File: src/rtl/mem_port_arbiter.sv
// Two-requester (fetch / data) arbiter in front of a single-ported memory.
// Data wins by default; a run counter forces a fetch grant after MAX_DATA_RUN data grants.
module mem_port_arbiter #(
    parameter int MAX_DATA_RUN   = 4,
    parameter int TIMEOUT_CYCLES = 255
) (
    input  logic        clock,
    input  logic        reset,

    input  logic        if_req_valid,
    output logic        if_req_ready,
    input  logic [31:0] if_addr,
    output logic        if_rsp_valid,
    output logic [31:0] if_rsp_data,

    input  logic        d_req_valid,
    output logic        d_req_ready,
    input  logic [31:0] d_addr,
    input  logic        d_we,
    input  logic [3:0]  d_wstrb,
    input  logic [31:0] d_wdata,
    output logic        d_rsp_valid,
    output logic [31:0] d_rsp_data,

    output logic        mem_req,
    input  logic        mem_gnt,
    output logic [31:0] mem_addr,
    output logic        mem_we,
    output logic [3:0]  mem_wstrb,
    output logic [31:0] mem_wdata,
    input  logic        mem_rvalid,
    input  logic [31:0] mem_rdata,

    output logic        busy,
    output logic        timeout_err
);

    localparam int RUN_W = $clog2(MAX_DATA_RUN + 1);

    typedef enum logic [1:0] {IDLE, ISSUE, WAIT, RESP} state_t;
    typedef enum logic [1:0] {OWN_NONE, OWN_FETCH, OWN_DATA} owner_t;

    typedef struct packed {
        logic [31:0] addr;
        logic        we;
        logic [3:0]  wstrb;
        logic [31:0] wdata;
    } mem_cmd_t;

    state_t           state;
    owner_t           owner;
    mem_cmd_t         cmd_q;
    logic [RUN_W-1:0] run_cnt;
    logic [7:0]       wd_cnt;

    logic        forced;
    logic        idle_ok;
    logic        d_hs;
    logic        if_hs;
    logic [7:0]  wd_next;
    logic        wd_expire;
    logic        deliver;
    logic [31:0] deliver_data;

    always_comb begin
        forced       = if_req_valid && (run_cnt == RUN_W'(MAX_DATA_RUN));
        // Readys are gated by reset so nothing looks acceptable while held in reset.
        idle_ok      = (state == IDLE) && reset;
        d_req_ready  = idle_ok && !forced;
        if_req_ready = idle_ok && (!d_req_valid || forced);
        d_hs         = d_req_valid && d_req_ready;
        if_hs        = if_req_valid && if_req_ready;

        wd_next      = wd_cnt + 8'd1;
        wd_expire    = ((state == ISSUE) || (state == WAIT)) &&
                       (wd_next == 8'(TIMEOUT_CYCLES));

        // Watchdog expiry takes precedence over a response landing in the same cycle.
        deliver      = wd_expire || ((state == WAIT) && mem_rvalid);
        deliver_data = 32'd0;
        if (!wd_expire && !cmd_q.we)
            deliver_data = mem_rdata;
    end

    assign busy      = (state != IDLE);
    assign mem_addr  = cmd_q.addr;
    assign mem_we    = cmd_q.we;
    assign mem_wstrb = cmd_q.wstrb;
    assign mem_wdata = cmd_q.wdata;

    always_ff @(posedge clock or negedge reset) begin
        if (!reset) begin
            state        <= IDLE;
            owner        <= OWN_NONE;
            cmd_q        <= '0;
            run_cnt      <= '0;
            wd_cnt       <= '0;
            mem_req      <= 1'b0;
            timeout_err  <= 1'b0;
            if_rsp_valid <= 1'b0;
            if_rsp_data  <= '0;
            d_rsp_valid  <= 1'b0;
            d_rsp_data   <= '0;
        end else begin
            if_rsp_valid <= 1'b0;
            d_rsp_valid  <= 1'b0;

            case (state)
                IDLE: begin
                    wd_cnt <= '0;
                    if (d_hs) begin
                        cmd_q.addr  <= d_addr;
                        cmd_q.we    <= d_we;
                        cmd_q.wstrb <= d_we ? d_wstrb : 4'b0;
                        cmd_q.wdata <= d_wdata;
                        owner       <= OWN_DATA;
                        mem_req     <= 1'b1;
                        state       <= ISSUE;
                        // Only a data grant that overtook a waiting fetch counts toward the run.
                        if (!if_req_valid)
                            run_cnt <= '0;
                        else if (run_cnt != RUN_W'(MAX_DATA_RUN))
                            run_cnt <= run_cnt + RUN_W'(1);
                    end else if (if_hs) begin
                        cmd_q.addr  <= if_addr;
                        cmd_q.we    <= 1'b0;
                        cmd_q.wstrb <= 4'b0;
                        cmd_q.wdata <= '0;
                        owner       <= OWN_FETCH;
                        mem_req     <= 1'b1;
                        state       <= ISSUE;
                        run_cnt     <= '0;
                    end
                end

                ISSUE: begin
                    wd_cnt <= wd_next;
                    if (!wd_expire && mem_gnt) begin
                        mem_req <= 1'b0;
                        state   <= WAIT;
                    end
                end

                WAIT: begin
                    wd_cnt <= wd_next;
                end

                RESP: begin
                    owner <= OWN_NONE;
                    state <= IDLE;
                end

                default: state <= IDLE;
            endcase

            if (deliver) begin
                state   <= RESP;
                mem_req <= 1'b0;
                if (wd_expire)
                    timeout_err <= 1'b1;
                if (owner == OWN_FETCH) begin
                    if_rsp_valid <= 1'b1;
                    if_rsp_data  <= deliver_data;
                end else if (owner == OWN_DATA) begin
                    d_rsp_valid <= 1'b1;
                    d_rsp_data  <= deliver_data;
                end
            end
        end
    end

endmodule

File: config.mk
export PLATFORM = sky130hd
export DESIGN_NAME = mem_port_arbiter
export DESIGN_NICKNAME = d
export VERILOG_FILES = /design/src/rtl/mem_port_arbiter.sv
export SDC_FILE = /design/constraint.sdc
export NUM_CORES = 1
export LEC_CHECK = 0
export CAP_MARGIN = 30
export CORE_ASPECT_RATIO = 1.75
export CORE_MARGIN = 4
export CORE_UTILIZATION = 43
export CTS_BUF_LIST = sky130_fd_sc_hd__clkbuf_16
export DETAILED_ROUTE_END_ITERATION = 10
export PLACE_DENSITY = 0.78
export SKIP_LAST_GASP = 1
export SYNTH_ARGS = -nofsm -noshare
export SYNTH_HDL_FRONTEND = slang
export SYNTH_SLANG_ARGS = --single-unit
File: constraint.sdc
create_clock -name clock -period 2.27 [get_ports clock]
set_clock_uncertainty 0.05 [all_clocks]
set_input_delay 0.454 -clock clock [delete_from_list [all_inputs] [get_ports clock]]
set_output_delay 0.454 -clock clock [all_outputs]
set_load 0.02 [all_outputs]
==> implementation parameters <==
Parameter                              Value

STA
  Count of final setup violators    0
  Final worst-path setup slack    between 0.06 and 0.07 ns
  Sum of negative setup slack    0 ns
  Final Slew Violations    0
  Hold Vio Cnt, Final    0
  Period Utilization, post-route    between 90% and 100%
  Worst relative slew slack    ~43%
  Worst Max-Slew Pin Slew    between 0.8 and 0.9 ns
  Maximum frequency from static timing analysis    ~0.45 GHz
  RSZ-0062 raised after global routing    false
  Final period demand of the worst path    about 2.2 ns

Clock tree
  CTS tree    yes
  Largest buffer count on any clock path    2
  Sink Count    152
  TritonCTS Buffers    17
  Number of H-tree branching levels    4
  Worst-Skew Late Latency    0.41 ns
  Buffer type at the clock tree root    sky130_fd_sc_hd__clkbuf_16
  Clock-pin slew reported for the worst setup and hold paths after clock tree synthesis    0.06 ns

GRT
  Sum of overflow across all layers after global routing    0
  Pin count of the biggest net entering global routing    around 150
  Global-route wire length before repair    around 32 mm
  GRT Total Usage    between 20% and 30%
  Vias in the first global route    roughly 6400
  Initial antenna violation count    0

Finish
  Final-layout fill cell count    1149
  Share of post-route cells with drive strength above 1    7.74%
  Top library cells by usage in the layout, fill and taps aside    274 x sky130_fd_sc_hd__clkdlybuf4s50_1, 151 x sky130_fd_sc_hd__dfrtp_1, 72 x sky130_fd_sc_hd__nor2_1
  Area grow syn2layout    54.9%
  Final core utilization    68.5%
  Diode insertion count for antenna repair    0
  Post-route cell area    around 10000 µm²
  Most common library cell in the layout ignoring fill and taps    sky130_fd_sc_hd__clkdlybuf4s50_1
  Number of nets in the final layout    1028

Setup path
  Register-to-Register Path Depth    7
  Max FO, Critical Path    3
  Worst EP required    about 1.8 ns
  Launching point of the worst reg2reg path    wd_cnt[0]
  Arrival time worst endpoint    1.70 ns
  FF-to-FF End    if_rsp_data[13]
  Crit path capture type    output pin
  Crit Path Category    in2out
  R2r setup slk    0.23 ns
  Startpoint kind of the worst setup timing path    input pin

Power and ir drop
  Cell-internal power    8.39 mW
  Total power per unit cell area    approximately 1300 nW/µm²
  Clock Power Share    just under 20%
  Part of the power in combinational logic    about 47%
  Net Sw Frac    a little under two fifths
  Seq pwr share    about 34%
  Total power    13.4 mW
  Max IR drop VDD    0.739 mV
  Leakage    ~4.6 nW
  Net switching component of the power    ~5.0 mW

Detailed routing
  Wire length reported by the detailed router    20.5 mm
  Detailed-route wire length per cell    around 19 µm
  Ratio of routed vias to standard cells    roughly 5.5
  DRT Pass-1 Iters    6
  Remaining number of nets flagged by the antenna check after routing    0
  DRC viols    0
  DR vias    between 5000 and 6000
  Iteration-0 DRC Markers    ~220

Logic synthesis
  Syn. warnings    0
  Count of flip-flops with a built-in enable after synthesis    0
  Synthesized area divided by synthesized cell count    between 10 and 15 µm²
  Async SR Flop Fraction    between 90% and 100%
  Number of flip-flops and latches in the synthesized netlist    between 150 and 200
  Most common flop cell mapped by yosys    sky130_fd_sc_hd__dfrtp_1
  Proportion of synthesized chip area in sequential cells    a little under three fifths
  Number of library cell types mapped by synthesis    42
  Synthesized instance count    approximately 610
  Syn_nets    757
  Post-synthesis cell area    6620 µm²

Place
  Setup slack after placement    -0.181 ns
  Routability Congestion    around 0.85
  Half-perimeter wire length of the detailed placement result    14.8 mm
  Post-Place Cell Area    just under 10000 µm²
  Number of port buffers    278

Worst hold path
  Worst hold path class    in2async

Status
  Result of the run    complete, no violations

Die
  Floorplan core area    15000 µm²
  Vertical die dimension    about 170 µm
  Die area    roughly 18000 µm²
  Chip width    around 100 µm
  Ports placed on the boundary    around 280
  Starting density of the core    44.2%
  Total number of placement rows    59

Run
  Number of max-cap violations    0
==> power groups by stage <==
| stage | registers (mW) | clock network, mW | logic [mW] |
|---|---|---|---|
| 6_report | 4.54 | 2.58 | 6.27 |
| 3_3_place_gp | 4.53 | 0 | 6.13 |
| 3_5_place_dp | 4.54 | 0 | 6.31 |
| 2_1_floorplan | 5.78 | 0 | 1.78 |
| 4_1_cts | 4.55 | 2.64 | 6.32 |
| 5_1_grt | 4.68 | 2.75 | 6.73 |
==> state kept, by name, indices dropped and copies added, names as in the netlist, 3 cells and up <==
name / cells
if_rsp_data: 32
mem_addr: 32
wd_cnt: 8
run_cnt: 3
mem_wdata: 32
d_rsp_data: 32
mem_wstrb: 4
==> logic make-up (layout without fill, tap and decap cells) <==
| family | after synthesis | after routing | synth area share (%) |
|---|---|---|---|
| adder cells (fa/ha/maj) | 9 | 9 | 1.70 |
| XOR/XNOR | 2 | 2 | 0.265 |
| flip-flops | 152 | 152 | 57.4 |
| buffers and inverters | 59 | 342 | 3.87 |
| AO/OA/AOI/OAI | 163 | 163 | 17.6 |
| AND/OR/NAND/NOR | 221 | 221 | 18.6 |
| multiplexers | 3 | 3 | 0.491 |
==> worst max-delay path, stage by stage <==
cell	delay, ns
sky130_fd_sc_hd__clkdlybuf4s50_1	0.55
sky130_fd_sc_hd__nand3_1	0.12
sky130_fd_sc_hd__buf_4	0.16
sky130_fd_sc_hd__nor2b_1	0.12
sky130_fd_sc_hd__buf_4	0.14
sky130_fd_sc_hd__buf_4	0.15
==> per-stage QoR <==
step                      hold WS, ns  std cells
after floorplan                 0.108        609
final                           0.106       1075
after detailed placement        0.431       1043
after global placement          0.426       1043
after CTS                       0.204       1074
after global routing            0.174       1075
==> synth_stat cells (all sizes together), types with 11 or more instances <==
library cell / instances / share of area [%]
dfrtp: 152 / 57
nor2: 74 / 4.2
a21oi: 69 / 5.2
nor3b: 65 / 7.5
a22o: 38 / 5.0
clkbuf: 38 / 2.2
and3: 33 / 3.1
a221o: 32 / 4.8
nand2: 19 / 1.1
buf: 15 / 1.4
nand3: 12 / 0.91
o21ai: 11 / 0.83
==> metal layers <==
metal	share of wire (%)	vias up	track usage, %
met5	0	-	0
met4	2.4	0	8.34
met3	8.0	30	6.70
met2	51	280	41.1
met1	38	2861	27.2
li1	-	2752	-
==> worst max path at each step <==
stage,slack [ns],startpoint,endpoint
final,0.07,if_req_valid,d_req_ready
after global routing,0.01,state[0],d_req_ready
after CTS,-0.03,state[0],if_req_ready
after detailed placement,-0.18,if_req_valid,if_req_ready
after floorplan,0.26,state[0],if_rsp_data[14]
after global placement,-0.18,if_req_valid,if_req_ready
==> repair_timing <==
item,in CTS,in global routing
hold buffers,0,0
setup endpoints to repair,2,2
gates resized for setup,2,2
gates cloned,0,0
setup buffers,0,1
pin swaps,0,0
==> layout make-up <==
class | count | area [µm²] | share of cell area (%)
well taps | 183 | 229 | 2.23
clock buffers | 17 | 425 | 4.15
multi-input cells | 398 | 2570 | 25.1
clock inverters | 14 | 111 | 1.09
inverters | 6 | 22.5 | 0.220
flip-flops and latches | 152 | 3800 | 37.1
repair buffers | 305 | 3090 | 30.1
(Power assumes the default switching activity.)
